$ cat config.mk
export PLATFORM = sky130hd
export DESIGN_NAME = quad_encoder_emulator
export DESIGN_NICKNAME = d
export VERILOG_FILES = /design/src/rtl/encoder_pkg.sv /design/src/rtl/quad_step_timer.sv /design/src/rtl/quad_encoder_emulator.sv
export SDC_FILE = /design/constraint.sdc
export NUM_CORES = 1
export LEC_CHECK = 0
export ABC_AREA = 1
export BUFFER_PORTS_ARGS = -buffer_cell sky130_fd_sc_hd__buf_4
export CAP_MARGIN = 10
export CORE_MARGIN = 5
export CORE_UTILIZATION = 45
export DETAILED_ROUTE_END_ITERATION = 12
export SLEW_MARGIN = 5
export SYNTH_ARGS = -nofsm -noshare
export SYNTH_HDL_FRONTEND = slang
export SYNTH_SLANG_ARGS = --single-unit
$ cat constraint.sdc
create_clock -name clk -period 2.86 [get_ports clk]
set_input_delay 0.143 -clock clk [delete_from_list [all_inputs] [get_ports clk]]
set_output_delay 0.143 -clock clk [all_outputs]
set_load 0.05 [all_outputs]
$ cat src/rtl/encoder_pkg.sv
// Shared encoder definitions: quadrature channel encoding and default counts per revolution.
// Used by the emulator and by the encoder counter blocks.
package encoder_pkg;

  localparam int CPR_DEFAULT = 1024;

  // {A,B} for each value of pos[1:0]; successive states differ in exactly one bit.
  typedef enum logic [1:0] {
    QUAD_S0 = 2'b00,
    QUAD_S1 = 2'b10,
    QUAD_S2 = 2'b11,
    QUAD_S3 = 2'b01
  } quad_state_t;

  function automatic quad_state_t quad_encode(input logic [1:0] phase);
    quad_state_t s;
    unique case (phase)
      2'd0: s = QUAD_S0;
      2'd1: s = QUAD_S1;
      2'd2: s = QUAD_S2;
      2'd3: s = QUAD_S3;
    endcase
    return s;
  endfunction

endpackage

$ cat src/rtl/quad_step_timer.sv
// Interval timer for the encoder emulator: latches the period at interval boundaries
// and raises tick (combinational) in the last cycle of each interval.
module quad_step_timer (
  input  logic       clk,
  input  logic       rst,
  input  logic       enable,
  input  logic       clr,
  input  logic [7:0] speed,
  output logic       tick
);

  logic [7:0] timer;
  logic [7:0] period_q;
  logic [7:0] eff_period;
  logic       run;
  logic       last;

  // At an interval boundary the fresh speed value is the period in force, so a
  // newly requested rate starts counting in the very cycle it is sampled.
  always_comb begin
    eff_period = (timer == 8'd0) ? speed : period_q;
    run        = enable && (eff_period != 8'd0);
    last       = (timer == eff_period - 8'd1);
    tick       = run && last && !clr;
  end

  always_ff @(posedge clk or posedge rst) begin
    if (rst) begin
      timer    <= 8'd0;
      period_q <= 8'd0;
    end else begin
      if (timer == 8'd0) period_q <= speed;
      if (clr || !run || last) timer <= 8'd0;
      else                     timer <= timer + 8'd1;
    end
  end

endmodule

$ cat src/rtl/quad_encoder_emulator.sv
// Quadrature encoder emulator: steps a position at a programmable rate and drives
// registered A/B/index channels plus a one-cycle step strobe.
module quad_encoder_emulator
  import encoder_pkg::*;
#(
  parameter int CPR = CPR_DEFAULT,
  parameter int PW  = 16
) (
  input  logic          clk,
  input  logic          rst,
  input  logic          enable,
  input  logic [7:0]    speed,
  input  logic          dir,
  input  logic          zero,
  output logic          cha,
  output logic          chb,
  output logic          idx,
  output logic [PW-1:0] pos,
  output logic          step
);

  localparam logic [PW-1:0] POS_LAST = PW'(CPR - 1);

  logic          tick;
  logic [PW-1:0] next_pos;

  quad_step_timer u_timer (
    .clk    (clk),
    .rst    (rst),
    .enable (enable),
    .clr    (zero),
    .speed  (speed),
    .tick   (tick)
  );

  // Modular step with explicit wrap so CPR need not be a power of two.
  always_comb begin
    next_pos = pos;
    if (dir) next_pos = (pos == POS_LAST) ? '0 : pos + PW'(1);
    else     next_pos = (pos == '0) ? POS_LAST : pos - PW'(1);
  end

  always_ff @(posedge clk or posedge rst) begin
    if (rst) begin
      pos  <= '0;
      cha  <= 1'b0;
      chb  <= 1'b0;
      idx  <= 1'b1;
      step <= 1'b0;
    end else begin
      step <= 1'b0;
      if (zero) begin
        pos        <= '0;
        {cha, chb} <= QUAD_S0;
        idx        <= 1'b1;
      end else if (tick) begin
        pos        <= next_pos;
        {cha, chb} <= quad_encode(next_pos[1:0]);
        idx        <= (next_pos == '0);
        step       <= 1'b1;
      end
    end
  end

endmodule

Yosys cells after proc, flatten, opt, wreduce, memory -nomap -nowiden
Index checks and enable logic that the tools add are counted.
{ "op_classes": {"n_reduce_logical": 13, "addsub": 4, "n_mux": 16, "n_eq_ne": 5} }
{ "ops": {"columns": ["op", "count"], "rows": [
  ["$mux W16", 5],
  ["$logic_not A16 Y1", 2],
  ["$add A16 B1 Y16 const B", 1],
  ["$eq A16 B10 Y1 const B", 1],
  ["$mux W8", 2],
  ["$sub A16 B1 Y16 const B", 1],
  ["$add A8 B1 Y8 const B", 1],
  ["$eq A8 B8 Y1", 1],
  ["$logic_not A8 Y1", 1],
  ["$mux W1", 8],
  ["$pmux W2 S4", 1],
  ["$reduce_bool A8 Y1", 1],
  ["$sub A8 B1 Y8 const B", 1],
  ["$eq A2 B2 Y1 const B", 2],
  ["$logic_and A1 B1 Y1", 3],
  ["$eq A2 B1 Y1 const B", 1],
  ["$logic_not A1 Y1", 2],
  ["$logic_not A2 Y1", 1],
  ["$logic_or A1 B1 Y1", 2],
  ["$reduce_bool A2 Y1", 1]
]} }
{ "word_totals": {"output_inout_bits": 20, "register_bits": 36, "word_cells": 45, "inputBits": 13} }

Logic depth before layout (Yosys ltp)
Gate-level depths: netlist (run 1).
{ "logic_depth": {"ltp_word": 8, "depth_mapped": 22, "ltp_nobuf": 20} }

Modules after synthesis
Synthesis (run 1) repeated with hierarchy kept, for this count alone.
{ "unflattened": {"hier_cells": 486, "area_unflattened_um2": 3136.8} }
{ "by_module_without_submodules": {"columns": ["mod", "n_inst", "seq_area_each_um2", "cells_per_inst", "area_per_inst_um2"], "rows": [
  ["quad_encoder_emulator", 1, 476.7, 311, 1865.5],
  ["quad_step_timer", 1, 400.4, 175, 1271.2]
]} }

Least setup slack after synthesis (run 1)
Ideal clock, no wire load.
{ "synth_timing": {"path_type": "flip-flop to flip-flop", "start": "reg u_timer.timer[0]", "end": "reg pos[8]", "synth_period_minus_slack_ns": 2.555, "required_ns": 2.739, "setup_slack_ns": 0.305, "stages_incl_launch_ff": 21, "path_buffers": 2, "setup_time_ns": 0.121, "arrival_ns": 2.434, "path_cell_list": "dfrtp_1 -> inv_1 -> ha_1 -> nand2_1 -> nor2_2 -> nand2_2 -> buf_6 -> nand2_1 -> nand2_2 -> ha_1 -> xor2_1 -> nand2_1 -> nor2_1 -> nand3_1 -> nor2_1 -> nand2_1 -> nor2_4 -> nand3_2 -> buf_2 -> nand3_1 -> nand2_1"} }
{ "synth_between": {"elab_chain_cells": 7, "elab_cells_between_ends": 9, "classes_between": "add/sub (1); eq/ne (1); mux (1); reduce/logical (6)"} }
{ "synth_rtl": {"columns": ["element", "line_no", "rtl"], "rows": [
  ["start: declaration", "quad_step_timer.sv:12", "logic [7:0] timer;"],
  ["start signal: assignment", "quad_step_timer.sv:34", "else timer <= timer + 8'd1;"],
  ["$logic_not A8 Y1", "quad_step_timer.sv:21", "eff_period = (timer == 8'd0) ? speed : period_q;"],
  ["$mux W8", null, null],
  ["$sub A8 B1 Y8 or $reduce_bool A8 Y1 (tied branches)", "quad_step_timer.sv:23, quad_step_timer.sv:22", null],
  ["$eq A8 B8 Y1 or $logic_and A1 B1 Y1 (tied branches)", "quad_step_timer.sv:23, quad_step_timer.sv:22", null],
  ["$logic_and A1 B1 Y1 * (2 in a row)", "quad_step_timer.sv:24", "tick = run && last && !clr;"],
  ["$reduce_bool A2 Y1 (no line) *", null, null],
  ["end signal: assignment", "quad_encoder_emulator.sv:57", "pos <= next_pos;"],
  ["end: declaration", "quad_encoder_emulator.sv:18", "output logic [PW-1:0] pos,"]
]} }
Every way passes the cells marked *; elsewhere a longest branch is shown, timed or not.
A chain may end at the register's enable or synchronous reset.

Final worst setup path (run 1)
{ "layout_timing": {"start": "reg u_timer.timer[1]", "end": "reg chb"} }
{ "layout_between": {"elab_chain_cells": 7, "elab_cells_between_ends": 9, "classes_between": "add/sub (1); eq/ne (1); mux (1); reduce/logical (6)"} }
{ "layout_rtl": {"columns": ["element", "line_no", "rtl"], "rows": [
  ["$logic_not A8 Y1", "quad_step_timer.sv:21", null],
  ["$mux W8", null, null],
  ["$sub A8 B1 Y8 or $reduce_bool A8 Y1 (tied branches)", "quad_step_timer.sv:23, quad_step_timer.sv:22", null],
  ["$eq A8 B8 Y1 or $logic_and A1 B1 Y1 (tied branches)", "quad_step_timer.sv:23, quad_step_timer.sv:22", null],
  ["$logic_and A1 B1 Y1 * (2 in a row)", "quad_step_timer.sv:24", null],
  ["$reduce_bool A2 Y1 (no line) *", null, null],
  ["end signal: assignment", "quad_encoder_emulator.sv:58", "{cha, chb} <= quad_encode(next_pos[1:0]);"],
  ["end: declaration", "quad_encoder_emulator.sv:16", "output logic chb,"]
]} }
Marks and branches as above.

==> results of run 1 <==
## report_power, final
| group | switching (mW) | leakage, nW | internal, mW | total (mW) |
|---|---|---|---|---|
| clock | 0.181 | 0.0515 | 0.220 | 0.401 |
| combinational | 0.345 | 1.43 | 0.176 | 0.522 |
| sequential | 0.0281 | 0.462 | 0.519 | 0.547 |
## final cells by class
| type | instances | share of cell area (%) |
|---|---|---|
| Timing Repair Buffer | 52 | 11.1 |
| Sequential cell | 35 | 24.6 |
| Tap cell | 80 | 2.80 |
| Clock buffer | 8 | 2.80 |
| Multi-Input combinational cell | 372 | 52.2 |
| Inverter | 61 | 6.55 |
## cell families (layout without fill, tap and decap cells)
family / Yosys count / count (layout) / share of synthesized area (%)
fa+ha+maj: 7 / 7 / 2.85
buf+inv: 77 / 121 / 11.0
simple gates: 323 / 323 / 48.4
compound gates: 27 / 27 / 5.00
xor+xnor: 15 / 15 / 4.27
flops: 35 / 35 / 28.5
## state kept, by name, summed over array words and instances (netlist names)
name / cells
chb: 1
u_timer.period_q: 8
pos: 15
cha: 1
step: 1
u_timer.timer: 8
idx: 1
## Yosys cell counts
cell | count | area share (%)
nand2_1 | 133 | 16
nand3_1 | 86 | 14
inv_1 | 55 | 6.7
nor2_1 | 54 | 6.6
dfrtp_1 | 34 | 28
o21ai_0 | 15 | 2.4
xor2_1 | 14 | 4.0
nand2_2 | 10 | 2.0
nor3_1 | 9 | 1.5
ha_1 | 7 | 2.8
a21oi_1 | 6 | 0.98
clkbuf_1 | 6 | 0.73
nand3b_1 | 6 | 1.5
nand4_1 | 6 | 1.2
buf_6 | 5 | 1.8
inv_2 | 5 | 0.61
nor2_2 | 5 | 1.0
nand3_2 | 4 | 1.3
nor2_4 | 4 | 1.5
buf_1 | 2 | 0.24
buf_2 | 2 | 0.33
nand2_4 | 2 | 0.73
and2_1 | 1 | 0.20
buf_4 | 1 | 0.24
clkinv_4 | 1 | 0.28
dfstp_2 | 1 | 0.85
nor3_2 | 1 | 0.33
nor4_1 | 1 | 0.20
o211a_1 | 1 | 0.33
o211ai_1 | 1 | 0.24
o21a_1 | 1 | 0.24
o21ai_2 | 1 | 0.28
o21bai_1 | 1 | 0.24
o31ai_1 | 1 | 0.24
or2_2 | 1 | 0.20
xnor2_1 | 1 | 0.28
## worst paths after layout
| path | from | end | slack (ns) | depth (start not counted) |
|---|---|---|---|---|
| max | u_timer.timer[1] | chb | 0.24 | 20 |
| min | zero | step | 0.05 | 2 |
| max reg2reg | u_timer.timer[1] | chb | 0.24 | 20 |
| min reg2reg | idx | idx | 0.49 | 2 |
| max in group asynchronous | rst | idx | 2.01 | 4 |
| min in group asynchronous | rst | pos[4] | 0.51 | 4 |
## per-layer routing
metal	GRT usage (%)	vias to the layer above
li1	-	1631
met1	26.5	1391
met2	36.9	61
met3	2.03	15
met4	7.69	0
met5	0	-
## cell usage in the layout, fill, tap and decap left out, drive strengths merged, types with 6 or more instances in the layout
cell	count
nand3b	6
a21oi	6
buf	51
o21ai	16
inv	60
nor2	63
nand2	145
xor2	14
nor3	10
dfrtp	34
ha	7
nand3	90
nand4	6
clkbuf	8
## repair_timing
action / in CTS / in global routing
endpoints found under the hold margin: 34 / 0
endpoints found under the setup margin: 0 / 25
buffers inserted: 0 / 4
hold buffers: 1 / 0
gates resized for setup: 0 / 2
## worst max-delay path: stages, from the launching register on
cell and delay (ns):
dfrtp_1 0.41, inv_1 0.08, ha_1 0.15, nand2_1 0.06
nor2_2 0.13, nand2_2 0.08, nand2_1 0.08, nand2_2 0.08
ha_1 0.31, xor2_1 0.15, nand2_1 0.06, nor2_1 0.09
nand3_1 0.09, nor2_1 0.11, nand2_1 0.09, nor2_4 0.12
nand3_2 0.08, buf_6 0.17, nand2_4 0.08, nand2_1 0.06
nand2_1 0.06
## stage by stage
| stage | instances | cell area (µm²) |
|---|---|---|
| final | 608 | 3570 |
| after global routing | 608 | 3570 |
| after CTS | 604 | 3540 |
| after detailed placement | 595 | 3430 |
| after global placement | 595 | 3430 |
| after floorplan | 484 | 3080 |
==> flow_summary.toml, run 1 <==
[routing]
antenna_left = 0
vias_per_cell = 5.10
wirelength_um = 8620
vias = 3098
met1_length_um = 3840
firstDrtPassIters = 6
drc = 0
routed-wl-met3_um = 220
wl_per_cell_um = 14.2
drtIter0Drc = 117
wl_met2_um = 4360
top_layer = "met4"

[timing]
setup_viol = 0
rsz0062_at_grt = "false"
min_period_ns = 2.62
final.setup.tns_ns = 0
tightestPinTransition_ns = 0.481
period_share_pct = 91.5
hold_viol_final = 0
skew_ns = 0.00841
fin_hold_ws_ns = 0.0531
fmax_ghz = 0.382
setup_ws_ns = 0.244
relSlewSlack_pct = 67.8
slew_violations = 0

[floorplanning]
rows = 30
core_mm2 = 0.00672
die_area_mm2 = 0.00859
initial_core_util_pct = 45.8
die_w_um = 92.7
die_y_um = 92.7
ios = 33

[placement]
preCtsSetupSlack_ns = 0.120
port_buffers = 32
hpwl_um = 6700
place.gp.congestion = 0.919

[clock_tree]
cts-buffers-inserted = 5
ctsHtreeMaxLevel = 2
clockRootBuffer = "clkbuf_8"
cts.path.max_buffers = 2
clk_pin_slew_ns = 0.07
clock_sinks = 35
cts_tree = "yes"
clk_latency_ns = 0.29

[power]
power_density_mw_per_mm2 = 412
leakage_nw = 1.94
finalPower_mw = 1.47
vdd_drop_max_mv = 0.174

[layout]
final_util_pct = 53.1
fin_nets = 547
seq_area_um2 = 877
multi_input_area_mm2 = 0.00186
fillCellCount = 706
drive_gt1_share_pct = 17.8
num_antenna_cells = 0
areaGrowthSynthToFinish_pct = 16.0

[global_route]
antenna_found_initial = 0
overflow = 0
grt_pass1_wl_um = 14400
grt_max_degree = 36
grt_pass1_vias = 2965
grt.total_usage_pct = 21.0

[synthesis]
ys_ff_latch = 35
syn-num-nets = 504
yosys_warnings = 0
synth.distinct_cells = 36
avgSynthCellArea_um2 = 6.36
netlist_area_mm2 = 0.00308
synth_seq_area_share_pct = 28.5
postSynthCellCount = 484

[critical_path]
start_kind = "flip-flop"
cp_data_arrival_time_ns = 2.84
criticalPathCategory = "reg2reg"
crit_fanout = 20
worst_ep_required_time_ns = 3.08
end_kind = "flip-flop"

[run_status]
outcome = "finished clean"

[worst_hold_path]
min_path_type = "in2reg"

[flow_run]
timing.max_cap.violations = 0
No activity file was read; power rests on OpenSTA's default activity.
==> run 2: changes to the inputs <==
CAP_MARGIN = not set   (was 10)
CELL_PAD_IN_SITES_DETAIL_PLACEMENT = 1   (was not set)
CELL_PAD_IN_SITES_GLOBAL_PLACEMENT = 2   (was not set)
CORE_UTILIZATION = 32   (was 45)
PLACE_DENSITY_LB_ADDON = 0.1   (was not set)
==> run 2 against run 1 <==
Against the previous run:
- worst setup slack worse by 0.16 ns
- non-clock buffer count grew 27
- worst hold slack worse by 0.042 ns
- critical endpoint is now pos[0]
- largest cell class unchanged
- largest power group is now combinational logic
- highest routed layer unchanged
==> flow_summary.toml, run 2 (synthesis results as in run 1) <==
[run_status]
outcome = "finished clean"

[routing]
routed-wl-met3_um = 182
firstDrtPassIters = 4
vias_per_cell = 4.98
met1_length_um = 4730
top_layer = "met4"
wl_met2_um = 6000
vias = 3405
drc = 0
antenna_left = 0
drtIter0Drc = 87
wirelength_um = 11200
wl_per_cell_um = 16.4

[floorplanning]
rows = 35
die_area_mm2 = 0.0117
ios = 33
die_w_um = 108
die_y_um = 108
initial_core_util_pct = 33.0
core_mm2 = 0.00933

[clock_tree]
clockRootBuffer = "clkbuf_8"
cts-buffers-inserted = 5
ctsHtreeMaxLevel = 2
clock_sinks = 35
cts.path.max_buffers = 2
clk_pin_slew_ns = 0.08
postCtsHoldBufs = 0
cts_tree = "yes"
clk_latency_ns = 0.29

[critical_path]
criticalPathCategory = "reg2reg"
worst_ep_required_time_ns = 3.04
rrSetupSlack_ns = 0.08
crit_fanout = 5
worstRegToRegCells = 18
start_kind = "flip-flop"
r2r-start = "u_timer.timer[0]"
end_kind = "flip-flop"
reg2reg_to = "pos[0]"
cp_data_arrival_time_ns = 2.95

[layout]
reg_top3 = "pos: 15 flops, u_timer.period_q: 8 flops, u_timer.timer: 8 flops"
layout_common_cells = "nand2_1, nand3_1, buf_4"
largest_reg_flops = 15
instances_no_fill = 684
fin_area_mm2 = 0.00396
drive_gt1_share_pct = 24.3
fin_nets = 574
num_antenna_cells = 0
final_util_pct = 42.5
mostFrequentLayoutCell = "nand2_1"
areaGrowthSynthToFinish_pct = 28.7
largest_register = "pos"

[timing]
tightestPinTransition_ns = 0.823
min_period_ns = 2.78
relSlewSlack_pct = 45.0
fmax_ghz = 0.360
skew_ns = 0.00687
setup_viol = 0
rsz0062_at_grt = "true"
final.setup.tns_ns = 0
hold_viol_final = 0
slew_violations = 0
period_share_pct = 97.1

[placement]
placedCellCount = 648
dpl_cell_area_mm2 = 0.00352
hpwl_um = 8420
place.gp.congestion = 0.825
port_buffers = 32

[power]
power.share.clock_pct = 24.5
p_sw_mw = 0.612
leakage_nw = 2.11
finalPower_mw = 1.52
vdd_drop_max_mv = 0.199
combPwrFrac_pct = 39.6
sw_frac_of_total_pct = 40.3
seq_power_share_pct = 35.9
internal_power_mw = 0.905
power_density_mw_per_mm2 = 383

[global_route]
antenna_found_initial = 0
grt_max_degree = 22
grt.total_usage_pct = 18.9
grt_pass1_wl_um = 17400
grt_pass1_vias = 3456
overflow = 0

[flow_run]
timing.max_cap.violations = 0

[worst_hold_path]
min_path_type = "in2async"
-- run 2: changes by cell type in the layout (fill, tap and decap cells not counted), moves of 2 or more --
| cell | change |
|---|---|
| nand2_1 | -6 |
| nand3_1 | -2 |
| nand2_4 | +4 |
| clkbuf_16 | +2 |
| buf_4 | +25 |
| nor2_2 | -2 |
| nand2_2 | +2 |
| ha_1 | -2 |
| nor2_4 | +2 |
| ha_4 | +2 |
| clkbuf_8 | -2 |
-- run 2: timing repair --
item	in CTS	in global routing
pin swaps	3	16
hold endpoints to repair	0	0
cloned	0	3
setup buffers	2	23
resized for setup	4	21
setup endpoints to repair	25	27
-- run 2: per-stage QoR --
step                worst slack, ns  hold WS [ns]
floorplan                     0.305         0.209
global placement             0.0367         0.341
detailed placement           -0.121         0.355
CTS                          0.0107        0.0433
global route                -0.0660        0.0472
finish                       0.0825        0.0111
-- run 2: power by group through the flow --
| stage | registers (mW) | logic (mW) | clock network, mW |
|---|---|---|---|
| finish | 0.544 | 0.600 | 0.372 |
| floorplan | 0.576 | 0.367 | 0 |
| CTS | 0.543 | 0.563 | 0.382 |
| global route | 0.548 | 0.674 | 0.408 |
| detailed placement | 0.553 | 0.551 | 0 |
| global placement | 0.551 | 0.542 | 0 |
-- run 2: cell type report --
cell class              instances  area [µm²]
clock inverters                 2        12.5
repair buffers                 79         644
inverters                      61         234
flip-flops and latches         35         878
multi-input cells             372        1960
well taps                     129         161
clock buffers                   6        72.6
fillers                      1258        5370
-- run 2: how the worst max path moves through the flow --
stage / start / to / depth (start not counted)
2_1_floorplan: u_timer.timer[0] / pos[8] / 20
3_3_place_gp: u_timer.timer[1] / idx / 20
3_5_place_dp: u_timer.timer[1] / pos[0] / 19
4_1_cts: u_timer.timer[0] / idx / 20
5_1_grt: u_timer.timer[0] / pos[3] / 19
6_report: u_timer.timer[0] / pos[0] / 18
-- run 2: metal layers --
metal,global-route usage (%),vias up
met5,0,-
met2,35.9,42
met4,4.69,0
li1,-,1680
met3,1.55,22
met1,22.7,1661
-- run 2: worst max-delay path, stage by stage (launching register included) --
cell,delay [ns]
dfrtp_1,0.40
inv_2,0.09
ha_4,0.14
nand2_1,0.08
nor2_4,0.19
nand3_2,0.11
nand2_4,0.11
ha_4,0.22
xor2_2,0.16
nand2_1,0.06
nor2_1,0.10
nand3_1,0.12
nor2_1,0.14
nand2_1,0.10
nor2_4,0.15
nand3_4,0.15
clkbuf_16,0.19
nand3_1,0.07
nand2_1,0.07
==> run 3: changes to the inputs <==
ABC_AREA = not set   (was 1)
CORE_UTILIZATION = 36   (was 32)
GPL_TIMING_DRIVEN = 1   (was not set)
==> run 3 against run 2 <==
Against the previous run:
- utilization rose by 8.0 points
- wire length shrank 0.50%
- clock power about the same
- count of clock-buffer cells in the layout is the same
- sequential share of layout area is 0.081 points higher
- clock skew is 0.0066 ns higher
- sequential power is 3% lower
- largest cell class unchanged
- non-clock buffer count increased by 30
- the run now ends with negative setup slack left
- via count is 6.1% lower
==> flow_summary.toml, run 3 <==
[timing]
skew_ns = 0.0134
final.setup.tns_ns = -5.99
fmax_ghz = 0.317
min_period_ns = 3.16
fin_hold_ws_ns = 0.101
tightestPinTransition_ns = 0.692
setup_viol = 27
hold_viol_final = 0
setup_ws_ns = -0.296
period_share_pct = 110
relSlewSlack_pct = 53.5
rsz0062_at_grt = "true"
slew_violations = 0

[synthesis]
ys_ff_latch = 35
synth.distinct_cells = 63
postSynthCellCount = 347
yosys_warnings = 0
netlist_area_mm2 = 0.00291
synth_edf_count = 0
synth_seq_area_share_pct = 30.2
synth_top_cell_area_share_pct = 29.3
synth_top_cell_by_area = "dfrtp_1"
avgSynthCellArea_um2 = 8.37
async_flop_share_pct = 100
yosysMostFrequentCell = "dfrtp_1"
ys_top_cells_by_area = "dfrtp_1, nor4_1, nor3_1"
synth_ff_type = "dfrtp_1"
synth.top_cells.by_count = "dfrtp_1, nand2_1, clkbuf_1, nor3_1, nand3_1"
syn-num-nets = 367

[layout]
mostFrequentLayoutCell = "buf_4"
num_antenna_cells = 0
fin_nets = 453
areaGrowthSynthToFinish_pct = 35.7
final_util_pct = 50.5
layout_common_cells = "buf_4, dfrtp_1, nand2_1"
largest_register = "pos"
instances_no_fill = 536
largest_reg_flops = 15
fin_area_mm2 = 0.00394
drive_gt1_share_pct = 31.8
reg_top3 = "pos: 15 flops, u_timer.period_q: 8 flops, u_timer.timer: 8 flops"
fillCellCount = 970

[placement]
preCtsSetupSlack_ns = -0.474
place.gp.congestion = 0.913
port_buffers = 32
dpl_cell_area_mm2 = 0.00366
placedCellCount = 515
hpwl_um = 8320

[routing]
firstDrtPassIters = 4
wl_per_cell_um = 20.8
drtIter0Drc = 108
drc = 0
vias_per_cell = 5.97
vias = 3198
wirelength_um = 11200
antenna_left = 0

[critical_path]
end_kind = "flip-flop"
worst_ep_required_time_ns = 3.05
path_buf_inv = 3
crit_chain = "inv_2, ha_4, or4b_4, nor2_4, mux2i_2, ha_2, xor2_1, xnor2_1, a2111oi_4, buf_6, buf_6, a31oi_1, a211oi_1"
cp_data_arrival_time_ns = 3.35
slowest_delay_ns = 0.47
worstSetupStartpoint = "u_timer.timer[1]"
reg2reg_to = "pos[8]"
crit_fanout = 4
rrSetupSlack_ns = -0.30
cpMostUsedCell = "buf_6"
criticalPathCategory = "reg2reg"
worstRegToRegCells = 13
start_kind = "flip-flop"
critPathTopFamily = "compound AO/OA/AOI/OAI gates"
r2r-start = "u_timer.timer[1]"
slowest_stage = "or4b_4"

[clock_tree]
clk_latency_ns = 0.30
clk_pin_slew_ns = 0.07
cts-buffers-inserted = 5
cts_tree = "yes"
cts.path.max_buffers = 2
ctsHtreeMaxLevel = 2
clock_sinks = 35
clockRootBuffer = "clkbuf_8"

[global_route]
grtUsageMet1_pct = 27.8
grt.total_usage_pct = 22.7
grt_pass1_vias = 3371
grtUsageMet2_pct = 40.2
grt_pass1_wl_um = 17900
overflow = 0
antenna_found_initial = 0
grt_max_degree = 36
gr-usage-met3_pct = 2.22
busiest_layer = "met2"

[power]
leakage_nw = 1.72
finalPower_mw = 1.24
vdd_drop_max_mv = 0.164
power_density_mw_per_mm2 = 315

[worst_hold_path]
min_from = "speed[4]"
hold_depth = 3
min_path_type = "in2reg"
hold_end = "u_timer.period_q[4]"

[floorplanning]
initial_core_util_pct = 37.2
core_mm2 = 0.00781
rows = 32
die_area_mm2 = 0.00997
die_w_um = 99.8
die_y_um = 99.8
ios = 33

[run_status]
violations = "negative setup slack"
outcome = "complete, but fails checks"

[flow_run]
timing.max_cap.violations = 0
==> run 3: routing by layer <==
layer	part of all wire (%)	wire length [µm]
met5	0	0
met4	3.5	393
met3	2.8	312
met2	52	5780
met1	42	4670
==> run 3: worst max-delay path by stage <==
stage	end	slack, ns	cells after the start
final	pos[8]	-0.30	13
after global routing	pos[8]	-0.47	13
after CTS	pos[8]	-0.26	13
after detailed placement	pos[2]	-0.47	11
after global placement	pos[2]	-0.29	11
after floorplan	pos[3]	-0.28	13
==> run 3: area by class of cell <==
class	instances	area (µm²)	share of cell area, %
Multi-Input combinational cell	267	1930	48.9
Sequential cell	35	877	22.3
Timing Repair Buffer	109	866	22.0
Tap cell	102	128	3.24
Clock buffer	6	72.6	1.84
Inverter	15	58.8	1.49
Clock inverter	2	12.5	0.317
==> run 3: power by group <==
part	switching, mW	total (mW)	internal [mW]
registers	0.0187	0.529	0.511
logic	0.192	0.337	0.145
clock network	0.203	0.374	0.171
total	0.413	1.24	0.827
==> run 3: repair_timing <==
action                                  4_1_cts  5_1_grt
endpoints found under the hold margin        34        0
setup buffers                                 6        3
pin swaps                                    17       15
resized for setup                            11        4
endpoints found under the setup margin       27       27
cloned                                        2        1
hold buffers                                  1        0
==> run 3: logic make-up after synthesis <==
group                    Yosys count  share of synthesized area [%]
adder cells (fa/ha/maj)            7                           3.01
multiplexers                       6                           2.07
AO/OA/AOI/OAI                     92                           25.3
AND/OR/NAND/NOR                  142                           27.2
flip-flops                        35                           30.2
buffers and inverters             47                           6.85
XOR/XNOR                          18                           5.43
==> run 3: worst register-to-register path, cell delays in order, from the launching register on <==
cell       delay (ns)
dfrtp_1          0.40
inv_2            0.09
ha_4             0.13
or4b_4           0.47
nor2_4           0.15
mux2i_2          0.27
ha_2             0.25
xor2_1           0.18
xnor2_1          0.19
a2111oi_4        0.37
buf_6            0.19
buf_6            0.10
a31oi_1          0.07
a211oi_1         0.21
